[src/rtl/vend_coin_sched.sv]
// vend_coin_sched
// Shares one credit accumulator between N_SLOT coin acceptors. Coins are
// arbitrated round-robin, one per cycle. When credit reaches PRICE a one-cycle
// sell pulse is issued. Any remainder, or a cancelled credit, is then paid back
// as change pulses spaced PAY_GAP idle cycles apart.
//
// Optional build macro: VEND_COIN_TIMEOUT_EN
//   When defined, a COLLECT phase with no ack for TIMEOUT cycles refunds the
//   full credit, using the same sequencing as a cancel.
//   When undefined, COLLECT waits indefinitely for more coins or a cancel.
module vend_coin_sched #(
  parameter int N_SLOT  = 2,    // coin acceptor channels, 2..4
  parameter int PRICE   = 5,    // item price in coin units, 2..13
  parameter int CW      = 4,    // credit width, must hold PRICE+1
  parameter int PAY_GAP = 2,    // idle cycles between change pulses, >=1
  parameter int TIMEOUT = 200   // COLLECT inactivity limit (optional feature)
) (
  input  logic                  sys_clk,
  input  logic                  sys_rst,
  input  logic [N_SLOT-1:0]     coin_req,
  input  logic [2*N_SLOT-1:0]   coin_val,
  input  logic                  cancel,
  output logic [N_SLOT-1:0]     coin_ack,
  output logic                  coin_err,
  output logic                  sell,
  output logic                  change,
  output logic                  busy,
  output logic [CW-1:0]         credit
);

  localparam int PW = (N_SLOT > 1) ? $clog2(N_SLOT) : 1;
  localparam int GW = $clog2(PAY_GAP + 1);
  localparam logic [CW-1:0] PRICE_C  = CW'(PRICE);
  localparam logic [CW-1:0] ONE_C    = CW'(1);
  localparam logic [GW-1:0] GAP_C    = GW'(PAY_GAP);
  localparam logic [GW-1:0] GAP_ONE  = GW'(1);
  localparam logic [PW-1:0] PTR_LAST = PW'(N_SLOT - 1);
  localparam logic [PW-1:0] PTR_ONE  = PW'(1);

  typedef enum logic [1:0] {
    S_IDLE    = 2'd0,
    S_COLLECT = 2'd1,
    S_VEND    = 2'd2,
    S_PAYOUT  = 2'd3
  } state_t;

  // Only one- and two-unit coins carry value; codes 0 and 3 are rejected.
  function automatic logic coin_is_legal(input logic [1:0] v);
    return (v == 2'd1) || (v == 2'd2);
  endfunction

  // Registered state and outputs
  state_t              r_state;
  logic [PW-1:0]       r_ptr;
  logic [N_SLOT-1:0]   r_ack;
  logic                r_err;
  logic                r_sell;
  logic                r_change;
  logic                r_busy;
  logic [CW-1:0]       r_credit;
  logic [GW-1:0]       r_gap;

  // Combinational decisions for the current cycle
  logic                w_arb_en;
  logic [N_SLOT-1:0]   w_cand;
  logic                w_grant_vld;
  logic [PW-1:0]       w_grant_idx;
  logic [1:0]          w_val;
  logic                w_legal;
  logic [CW-1:0]       w_add;
  logic [CW-1:0]       w_sum;
  logic [PW-1:0]       w_ptr_nxt;
  logic [N_SLOT-1:0]   w_ack_nxt;
  logic                w_vend;
  logic                w_refund;
  logic                w_to_hit;
  logic                w_to_fire;

  // Coins are accepted only while idle or still short of the price. Once the
  // price is reached no further coin is taken, so credit never exceeds PRICE+1.
  assign w_arb_en = (r_state == S_IDLE) ||
                    ((r_state == S_COLLECT) && (r_credit < PRICE_C));

  // Round-robin search from the pointer. The slot acked this cycle is masked
  // because its requester has not yet had a chance to drop req.
  always_comb begin
    int  k;
    logic hit;
    k           = 0;
    hit         = 1'b0;
    w_cand      = coin_req & ~r_ack;
    w_grant_vld = 1'b0;
    w_grant_idx = {PW{1'b0}};
    for (int j = 0; j < N_SLOT; j++) begin
      k           = ((int'(r_ptr) + j) >= N_SLOT) ? (int'(r_ptr) + j - N_SLOT)
                                                  : (int'(r_ptr) + j);
      hit         = w_arb_en && w_cand[k] && !w_grant_vld;
      w_grant_idx = hit ? PW'(k) : w_grant_idx;
      w_grant_vld = w_grant_vld | hit;
    end
  end

  // Value, credit sum, next pointer and ack vector for the granted coin.
  always_comb begin
    w_val     = coin_val[{w_grant_idx, 1'b0} +: 2];
    w_legal   = w_grant_vld && coin_is_legal(w_val);
    w_add     = w_legal ? {{(CW-2){1'b0}}, w_val} : {CW{1'b0}};
    w_sum     = r_credit + w_add;
    w_ptr_nxt = (w_grant_idx == PTR_LAST) ? {PW{1'b0}} : (w_grant_idx + PTR_ONE);
    w_ack_nxt = w_grant_vld ? ({{(N_SLOT-1){1'b0}}, 1'b1} << w_grant_idx)
                            : {N_SLOT{1'b0}};
  end

  // COLLECT exits. Vend takes priority over cancel. A coin granted in the
  // same cycle as a refund is included in it, because w_sum carries the coin.
  assign w_vend    = (r_state == S_COLLECT) && (r_credit >= PRICE_C);
  assign w_to_fire = (r_state == S_COLLECT) && !w_grant_vld && w_to_hit;
  assign w_refund  = (r_state == S_COLLECT) && (cancel || w_to_fire) &&
                     (w_sum != {CW{1'b0}});

`ifdef VEND_COIN_TIMEOUT_EN
  localparam int TW = $clog2(TIMEOUT + 1);
  logic [TW-1:0] r_to_cnt;

  // Counts COLLECT cycles since entry or the last ack; held at zero elsewhere.
  always_ff @(posedge sys_clk or posedge sys_rst) begin
    if (sys_rst) begin
      r_to_cnt <= {TW{1'b0}};
    end else if ((r_state == S_COLLECT) && !w_grant_vld && !w_vend && !w_refund) begin
      r_to_cnt <= r_to_cnt + TW'(1);
    end else begin
      r_to_cnt <= {TW{1'b0}};
    end
  end

  assign w_to_hit = (r_to_cnt == TW'(TIMEOUT - 1));
`else
  // The inactivity refund is compiled out, so this never fires. TIMEOUT is
  // kept so the parameter list is identical in both builds.
  assign w_to_hit = (TIMEOUT < 1);
`endif

  // Main controller. It handles arbitration bookkeeping, credit and the
  // IDLE/COLLECT/VEND/PAYOUT sequencing, and drives all registered outputs.
  always_ff @(posedge sys_clk or posedge sys_rst) begin
    if (sys_rst) begin
      r_state  <= S_IDLE;
      r_ptr    <= {PW{1'b0}};
      r_ack    <= {N_SLOT{1'b0}};
      r_err    <= 1'b0;
      r_sell   <= 1'b0;
      r_change <= 1'b0;
      r_busy   <= 1'b0;
      r_credit <= {CW{1'b0}};
      r_gap    <= {GW{1'b0}};
    end else begin
      // Defaults: pulses drop and the ack mirrors this cycle's grant.
      r_ack    <= w_ack_nxt;
      r_err    <= w_grant_vld && !w_legal;
      r_sell   <= 1'b0;
      r_change <= 1'b0;
      r_ptr    <= w_grant_vld ? w_ptr_nxt : r_ptr;

      case (r_state)
        S_IDLE: begin
          r_credit <= w_sum;
          r_busy   <= 1'b0;
          r_gap    <= {GW{1'b0}};
          if (w_legal) begin
            r_state <= S_COLLECT;
          end else begin
            r_state <= S_IDLE;
          end
        end

        S_COLLECT: begin
          if (w_vend) begin
            r_state  <= S_VEND;
            r_sell   <= 1'b1;
            r_credit <= r_credit - PRICE_C;
            r_busy   <= 1'b1;
            r_gap    <= {GW{1'b0}};
          end else if (w_refund) begin
            // The first change pulse is issued on entry to PAYOUT.
            r_state  <= S_PAYOUT;
            r_change <= 1'b1;
            r_credit <= w_sum - ONE_C;
            r_busy   <= 1'b1;
            r_gap    <= GAP_C;
          end else begin
            r_state  <= S_COLLECT;
            r_credit <= w_sum;
            r_busy   <= 1'b0;
            r_gap    <= {GW{1'b0}};
          end
        end

        S_VEND: begin
          if (r_credit != {CW{1'b0}}) begin
            r_state  <= S_PAYOUT;
            r_change <= 1'b1;
            r_credit <= r_credit - ONE_C;
            r_busy   <= 1'b1;
            r_gap    <= GAP_C;
          end else begin
            r_state  <= S_IDLE;
            r_credit <= r_credit;
            r_busy   <= 1'b0;
            r_gap    <= {GW{1'b0}};
          end
        end

        S_PAYOUT: begin
          if (r_credit == {CW{1'b0}}) begin
            r_state  <= S_IDLE;
            r_credit <= r_credit;
            r_busy   <= 1'b0;
            r_gap    <= {GW{1'b0}};
          end else if (r_gap != {GW{1'b0}}) begin
            // Spacing cycles between change pulses.
            r_state  <= S_PAYOUT;
            r_credit <= r_credit;
            r_busy   <= 1'b1;
            r_gap    <= r_gap - GAP_ONE;
          end else begin
            r_state  <= S_PAYOUT;
            r_change <= 1'b1;
            r_credit <= r_credit - ONE_C;
            r_busy   <= 1'b1;
            r_gap    <= GAP_C;
          end
        end

        default: begin
          r_state  <= S_IDLE;
          r_credit <= {CW{1'b0}};
          r_busy   <= 1'b0;
          r_gap    <= {GW{1'b0}};
        end
      endcase
    end
  end

  assign coin_ack = r_ack;
  assign coin_err = r_err;
  assign sell     = r_sell;
  assign change   = r_change;
  assign busy     = r_busy;
  assign credit   = r_credit;

endmodule

[config.mk]
export PLATFORM = sky130hd
export DESIGN_NAME = vend_coin_sched
export DESIGN_NICKNAME = d
export VERILOG_FILES = /design/src/rtl/vend_coin_sched.sv
export SDC_FILE = /design/constraint.sdc
export NUM_CORES = 1
export LEC_CHECK = 0
export ABC_AREA = 1
export ABC_CLOCK_PERIOD_IN_PS = 3400
export BUFFER_PORTS_ARGS = -buffer_cell sky130_fd_sc_hd__buf_2
export CAP_MARGIN = 10
export CORE_MARGIN = 5
export CORE_UTILIZATION = 40
export CTS_BUF_LIST = sky130_fd_sc_hd__clkbuf_2 sky130_fd_sc_hd__clkbuf_4 sky130_fd_sc_hd__clkbuf_8
export CTS_CLUSTER_DIAMETER = 100
export DETAILED_ROUTE_END_ITERATION = 10
export PLACE_DENSITY_LB_ADDON = 0.05
export RECOVER_POWER = 25
export SYNTH_ARGS = -nofsm -noshare
export SYNTH_HDL_FRONTEND = slang
export SYNTH_SLANG_ARGS = --single-unit
[constraint.sdc]
create_clock -name sys_clk -period 3.4 [get_ports sys_clk]
set_clock_uncertainty 0.1 [all_clocks]
set_input_delay 0.68 -clock sys_clk [delete_from_list [all_inputs] [get_ports sys_clk]]
set_output_delay 0.68 -clock sys_clk [all_outputs]
set_load 0.05 [all_outputs]
==> flow_summary.rst, run 1 <==
.. list-table::
   :header-rows: 1

   * - Metric
     - Value
   * - Maximum clock path buffer count
     - 2
   * - Hold WC Path Type
     - in -> async
   * - Final setup slack of the worst path
     - 0.257 ns
   * - Leading area contributor after synthesis
     - dfrtp_1
   * - Power density relative to cell area
     - 989 nW/um^2
   * - Post-Syn Nets
     - 175
   * - Core region area
     - 2780 sq um
   * - Initial antenna violation count
     - 0
   * - WS Path Type
     - reg -> reg
   * - Area contributors post-synth
     - dfrtp_1 30%, nand2_1 9.2%, ha_1 8.5%
   * - Fill cell instance count of the final layout
     - 296
   * - Standby leakage power
     - 0.709 nW
   * - Number of global-route vias before repair
     - 1073
   * - Fraction of synthesized cell area taken by the top area cell type
     - 0.297
   * - Clock transition time at the flip-flop clock pins of the worst setup and hold paths
     - 0.08 ns
   * - Total Routing Usage GR
     - 0.144
   * - Setup TNS
     - 0 ns
   * - Number of max-cap violations
     - 0
   * - Wire per inst
     - 12.5 um
   * - Last weighted congestion value of the routability-driven placer
     - 0.855
   * - Depth of the CTS H-tree
     - 1
   * - Number of ports placed on the die boundary
     - 19
   * - Largest net degree at the start of global routing
     - 15
   * - Syn. warnings
     - 0
   * - Starting density of the core
     - 0.424
   * - Power, Total
     - 1.33 mW
   * - Portion of the post-synthesis area used by sequential elements
     - 0.297
   * - Insertion delay to the later sink of the worst-skew pair
     - 0.28 ns
   * - Number of vias per cell after detailed routing
     - 5.12
   * - Total Routed Length
     - 2640 um
   * - Number of inserted diodes
     - 0
   * - Reg2reg end
     - credit[3]
   * - Final setup violation count
     - 0
   * - Number of vias in the routed layout
     - 1081
   * - Growth of design area from synthesis to finish
     - 14.2%
   * - Final critical-path required period
     - 3.14 ns
   * - Die width
     - 64.3 um
   * - Height of the die
     - 64.3 um
   * - Number of storage elements in the synthesis netlist
     - 14
   * - Global route total overflow
     - 0
   * - Max IR drop VDD
     - 0.473 mV
   * - First-pass GRT wire length
     - 4820 um
   * - First-iteration detailed-routing DRC count
     - 39
   * - Register-to-register setup slack
     - 0.26 ns
   * - Worst r2r src
     - credit[0]
   * - Cell at the root of the clock tree
     - clkbuf_4
   * - Final standard cell count with taps included and fillers excluded
     - 211
   * - CTS tree
     - built
   * - DRC
     - 0
   * - 1st-pass router iterations
     - 4
   * - Count of cell types in the netlist
     - 25
   * - Relative slew slack
     - 0.644
   * - Endpoint kind of the worst setup timing path
     - register
   * - Cell area after layout
     - 1350 sq um
   * - CP max FO
     - 5
   * - Post-placement cell count
     - 208
   * - # clock sinks
     - 14
   * - Hold slack final
     - 0.323 ns
   * - Post-route fraction of the period consumed by the critical path
     - 0.924
   * - Detailed placement HPWL
     - 2110 um
   * - Area enclosed by the die boundary
     - 4140 sq um
   * - Post-route ant nets
     - 0
   * - Timing-limited maximum frequency
     - 318 MHz
   * - Fraction of final layout cells with drive strength greater than 1
     - 0.311
   * - Gate count of the mapped netlist
     - 157
   * - Category of the worst setup path launch point
     - register
   * - Run status
     - completed
   * - Max Slew Vio Count
     - 0
   * - Arrival @ worst endpoint
     - 3.21 ns
   * - Number of setup buffers added after CTS
     - 0
   * - Slew at the pin closest to its max-slew limit
     - 0.533 ns
   * - Fin nets
     - 200
   * - Worst r2r path cells
     - 21
   * - Post-place instance area
     - 1320 sq um
   * - Row cnt
     - 19
   * - TritonCTS Buffers
     - 3
   * - Setup slack after placement
     - 0.150 ns
   * - Util after Layout
     - 0.484
   * - Cell Area, Synth
     - 1180 sq um
   * - Avg Synthesized Cell Area
     - 7.52 sq um
   * - Port Buffers
     - 18
   * - Worst endpoint required time
     - 3.47 ns
   * - Final-report hold violation count
     - 0
[synthesized netlist by cell type]
master and n:
nand2_1 29, inv_1 19, nor2_1 19, dfrtp_1 14
nand3_1 12, o21ai_0 9, ha_1 8, nand2_2 7
a21oi_1 5, inv_2 5, nand2_4 5, nand3_2 5
nand4_1 5, nor2_4 2, o22ai_1 2, xor2_1 2
a211oi_1 1, a21oi_4 1, a31oi_1 1, buf_6 1
clkinv_2 1, fa_1 1, inv_4 1, nand3_4 1
nor3_1 1
[cell usage in the layout, fill, tap and decap left out]
cell      instances
nand2_1          29
nor2_1           19
buf_2            18
inv_1            17
dfrtp_1          14
nand3_1          12
o21ai_0           9
nand2_2           7
inv_2             7
ha_1              6
nand3_2           5
nand2_4           5
nand4_1           5
a21oi_1           5
clkbuf_4          3
buf_4             3
nor2_4            2
o22ai_1           2
xor2_1            2
ha_2              2
inv_4             1
nand3_4           1
a21oi_4           1
clkinv_2          1
nor3_1            1
a31oi_1           1
a211oi_1          1
fa_1              1
[cell families after synthesis]
group	count (synthesis)	share of synthesized area
compound gates	19	0.0954
xor+xnor	2	0.0148
fa+ha+maj	9	0.102
buf+inv	27	0.0954
flops	14	0.297
simple gates	86	0.396
[area by class of cell]
type,count,area (sq um),share of cell area
well taps,31,38.8,0.0288
clock buffers,3,22.5,0.0167
flip-flops and latches,14,350,0.260
inverters,26,101,0.0752
repair buffers,21,113,0.0836
multi-input cells,116,722,0.536
[where the power goes]
group	internal (mW)	switching [mW]
clock network	0.0411	0.0536
logic	0.300	0.648
registers	0.237	0.0536
total	0.577	0.755
[sequential cells by signal (all words and copies together) (netlist names)]
signal    flops
r_gap         2
credit        4
r_ptr         1
coin_err      1
busy          1
r_state       1
change        1
sell          1
coin_ack      2
[how the worst max path moves through the flow]
stage               from         to  slack, ns  depth (start not counted)
4_1_cts        credit[1]  credit[3]       0.14                         21
3_5_place_dp   credit[1]  credit[3]       0.15                         21
3_3_place_gp   credit[0]  credit[3]       0.22                         21
5_1_grt        credit[0]  credit[3]     -0.001                         21
2_1_floorplan  credit[1]  credit[3]       0.11                         20
6_report       credit[0]  credit[3]       0.26                         21
[per-layer routing]
metal	GRT usage	wire length [um]	vias to the layer above
li1	-	-	552
met1	0.187	1130	495
met2	0.233	1330	28
met3	0.0105	98	6
met4	0.0840	77	0
met5	0	0	-
[timing repair]
action | 4_1_cts | 5_1_grt
hold buffers | 0 | 0
gates resized for setup | 0 | 4
endpoints found under the setup margin | 0 | 7
[worst max-delay path, stage by stage, from the launching register on]
cell and delay (ns):
dfrtp_1 0.38, inv_1 0.11, ha_2 0.22, inv_2 0.05
a21oi_4 0.14, nand2_1 0.08, nand2_2 0.08, nand2_2 0.08
inv_2 0.08, nand2_2 0.06, nand2_1 0.07, nand3_2 0.06
nor2_1 0.12, ha_2 0.23, fa_1 0.44, inv_2 0.12
ha_1 0.21, nand3_4 0.12, nand2_4 0.09, nand3_1 0.07
nand3_1 0.09, a21oi_1 0.06
No activity file was read; power rests on OpenSTA's default activity.
==> inputs of run 2 (changes only) <==
- PLACE_DENSITY_LB_ADDON: 0.05 -> default
==> run 2 against run 1 <==
Compared with the run above: design area increased by 2.5%; worst hold slack improved by 0.0049 ns; first-iteration DRC count increased by 54%; clock power increased by 26%; critical path type unchanged; critical endpoint unchanged; largest cell class unchanged.
==> flow_summary.rst, run 2 (synthesis gave the netlist of run 1 again) <==
.. list-table::
   :header-rows: 1

   * - Metric
     - Value
   * - DRC
     - 0 (unchanged)
   * - Setup TNS
     - 0 ns (unchanged)
   * - Critical-path top delay cell
     - fa_1
   * - Growth of design area from synthesis to finish
     - 17.1%
   * - Post-placement cell count
     - 208 (unchanged)
   * - Post-route fraction of the period consumed by the critical path
     - 0.909 (-0.0152)
   * - 1st-pass router iterations
     - 4 (unchanged)
   * - Top library cells by usage in the layout, fill and taps aside
     - 29 x nand2_1, 19 x nor2_1, 18 x inv_1, 18 x buf_2, 14 x dfrtp_1
   * - Power, Total
     - 1.37 mW (+2.7%)
   * - Global route total overflow
     - 0 (unchanged)
   * - Number of inserted diodes
     - 0 (unchanged)
   * - Worst path max stage delay
     - 0.42 ns (-0.02 ns)
   * - First-iteration detailed-routing DRC count
     - 60 (+54%)
   * - Worst r2r path cells
     - 21 (unchanged)
   * - Die width
     - 64.3 um (unchanged)
   * - Post-route ant nets
     - 0 (unchanged)
   * - Logic depth of the worst setup path including buffers
     - 21 (unchanged)
   * - Final-report hold violation count
     - 0 (unchanged)
   * - Slew at the pin closest to its max-slew limit
     - 0.541 ns (+0.00798 ns)
   * - Standby leakage power
     - 0.723 nW (+1.9%)
   * - # clock sinks
     - 14 (unchanged)
   * - Starting density of the core
     - 0.424 (unchanged)
   * - Area enclosed by the die boundary
     - 4140 sq um (unchanged)
   * - Critical path cell sequence
     - inv_1 -> ha_4 -> inv_2 -> a21oi_4 -> nand2_1 -> nand2_2 -> nand2_2 -> inv_2 -> nand2_2 -> nand2_1 -> nand3_2 -> nor2_1 -> ha_2 -> fa_1 -> inv_2 -> ha_2 -> nand3_4 -> nand2_4 -> nand3_1 -> nand3_1 -> a21oi_1
   * - Met3 layer wire length in the routed design
     - 109 um (+11%)
   * - TritonCTS Buffers
     - 3 (unchanged)
   * - Max Slew Vio Count
     - 0 (unchanged)
   * - CTS tree
     - built
   * - Post-place instance area
     - 1320 sq um (unchanged)
   * - Power density relative to cell area
     - 990 nW/um^2 (+0.15%)
   * - Wire per inst
     - 12.8 um (+2.0%)
   * - Cell area after layout
     - 1380 sq um (+2.5%)
   * - Cell at the root of the clock tree
     - clkbuf_4
   * - Number of vias per cell after detailed routing
     - 5.24 (+2.3%)
   * - Depth of the CTS H-tree
     - 1 (unchanged)
   * - Run status
     - completed
   * - Core region area
     - 2780 sq um (unchanged)
   * - Relative slew slack
     - 0.639 (-0.00533)
   * - Maximum clock path buffer count
     - 2 (unchanged)
   * - Initial antenna violation count
     - 0 (unchanged)
   * - Total Routing Usage GR
     - 0.141 (-0.00303)
   * - Fin nets
     - 201 (+0.50%)
   * - Max reg flops
     - 4 (unchanged)
   * - Height of the die
     - 64.3 um (unchanged)
   * - Largest net degree at the start of global routing
     - 15 (unchanged)
   * - Unrepaired setup endpoints after global routing
     - no
   * - Hold WC Path Type
     - in -> async
   * - Routed metal-1 wire length
     - 1190 um (+5.1%)
   * - Number of max-cap violations
     - 0 (unchanged)
   * - Final critical-path required period
     - 3.09 ns (-0.0515 ns)
   * - Max IR drop VDD
     - 0.593 mV (+25%)
   * - Final standard cell count with taps included and fillers excluded
     - 213 (+0.95%)
   * - Sum of buffers and inverters on the critical path
     - 4 (unchanged)
   * - Cell family with the largest share of critical-path delay
     - adder cells
   * - Endpoint kind of the worst setup timing path
     - register
   * - Detailed placement HPWL
     - 2240 um (+5.9%)
   * - CP max FO
     - 5 (unchanged)
   * - Timing-limited maximum frequency
     - 323 MHz (+1.7%)
   * - Wire length on met2
     - 1390 um (+4.5%)
   * - Row cnt
     - 19 (unchanged)
   * - Insertion delay to the later sink of the worst-skew pair
     - 0.28 ns (about the same)
   * - Number of vias in the routed layout
     - 1116 (+3.2%)
   * - Most common library cell in the layout ignoring fill and taps
     - nand2_1
   * - Last weighted congestion value of the routability-driven placer
     - 0.876 (+2.5%)
   * - WS Path Type
     - reg -> reg
   * - Fraction of final layout cells with drive strength greater than 1
     - 0.319 (+0.00757)
   * - Hold buffers post-CTS
     - 0 (unchanged)
   * - Category of the worst setup path launch point
     - register
   * - Final setup violation count
     - 0 (unchanged)
   * - Worst endpoint required time
     - 3.47 ns (about the same)
   * - Number of global-route vias before repair
     - 1073 (unchanged)
   * - Clock transition time at the flip-flop clock pins of the worst setup and hold paths
     - 0.09 ns (about the same)
   * - Total Routed Length
     - 2720 um (+3.0%)
   * - First-pass GRT wire length
     - 4820 um (+0.15%)
   * - Port Buffers
     - 18 (unchanged)
   * - Number of ports placed on the die boundary
     - 19 (unchanged)
   * - Uppermost signal routing layer after detailed routing
     - met4
   * - Arrival @ worst endpoint
     - 3.16 ns (-0.05 ns)
-- run 2: through the flow --
stage | util | hold slack, ns | setup slack (ns)
floorplan | - | 0.348 | 0.108
global placement | 0.475 | 0.365 | 0.218
detailed placement | 0.475 | 0.379 | 0.139
CTS | 0.488 | 0.346 | 0.121
global route | 0.497 | 0.380 | 0.0162
finish | 0.497 | 0.328 | 0.308
-- run 2: final cells by class --
| cell class | count | area [sq um] |
|---|---|---|
| inverters | 26 | 101 |
| flip-flops and latches | 14 | 350 |
| repair buffers | 22 | 120 |
| fillers | 295 | 1400 |
| multi-input cells | 116 | 734 |
| well taps | 31 | 38.8 |
| clock buffers | 4 | 36.3 |
-- run 2: routing by layer --
metal,vias up,global-route usage
li1,554,-
met1,534,0.190
met2,24,0.238
met3,4,0.0140
met4,0,0.0407
met5,-,0
-- run 2: final timing paths --
kind / from / endpoint / slack [ns]
max: credit[1] / credit[3] / 0.31
max reg2reg: credit[1] / credit[3] / 0.31
max in group asynchronous: sys_rst / credit[3] / 2.51
min in group sys_clk: r_ptr / r_ptr / 0.41
min reg2reg: r_ptr / r_ptr / 0.41
min: sys_rst / credit[2] / 0.33
-- run 2: power breakdown --
group	switching (mW)	internal, mW	total, mW
registers	0.0512	0.236	0.288
clock network	0.0542	0.0651	0.119
logic	0.655	0.306	0.961
total	0.760	0.608	1.37
-- run 2: repair_timing --
action	CTS	global route
endpoints found under the setup margin	0	7
setup buffers	0	1
resized for setup	0	5
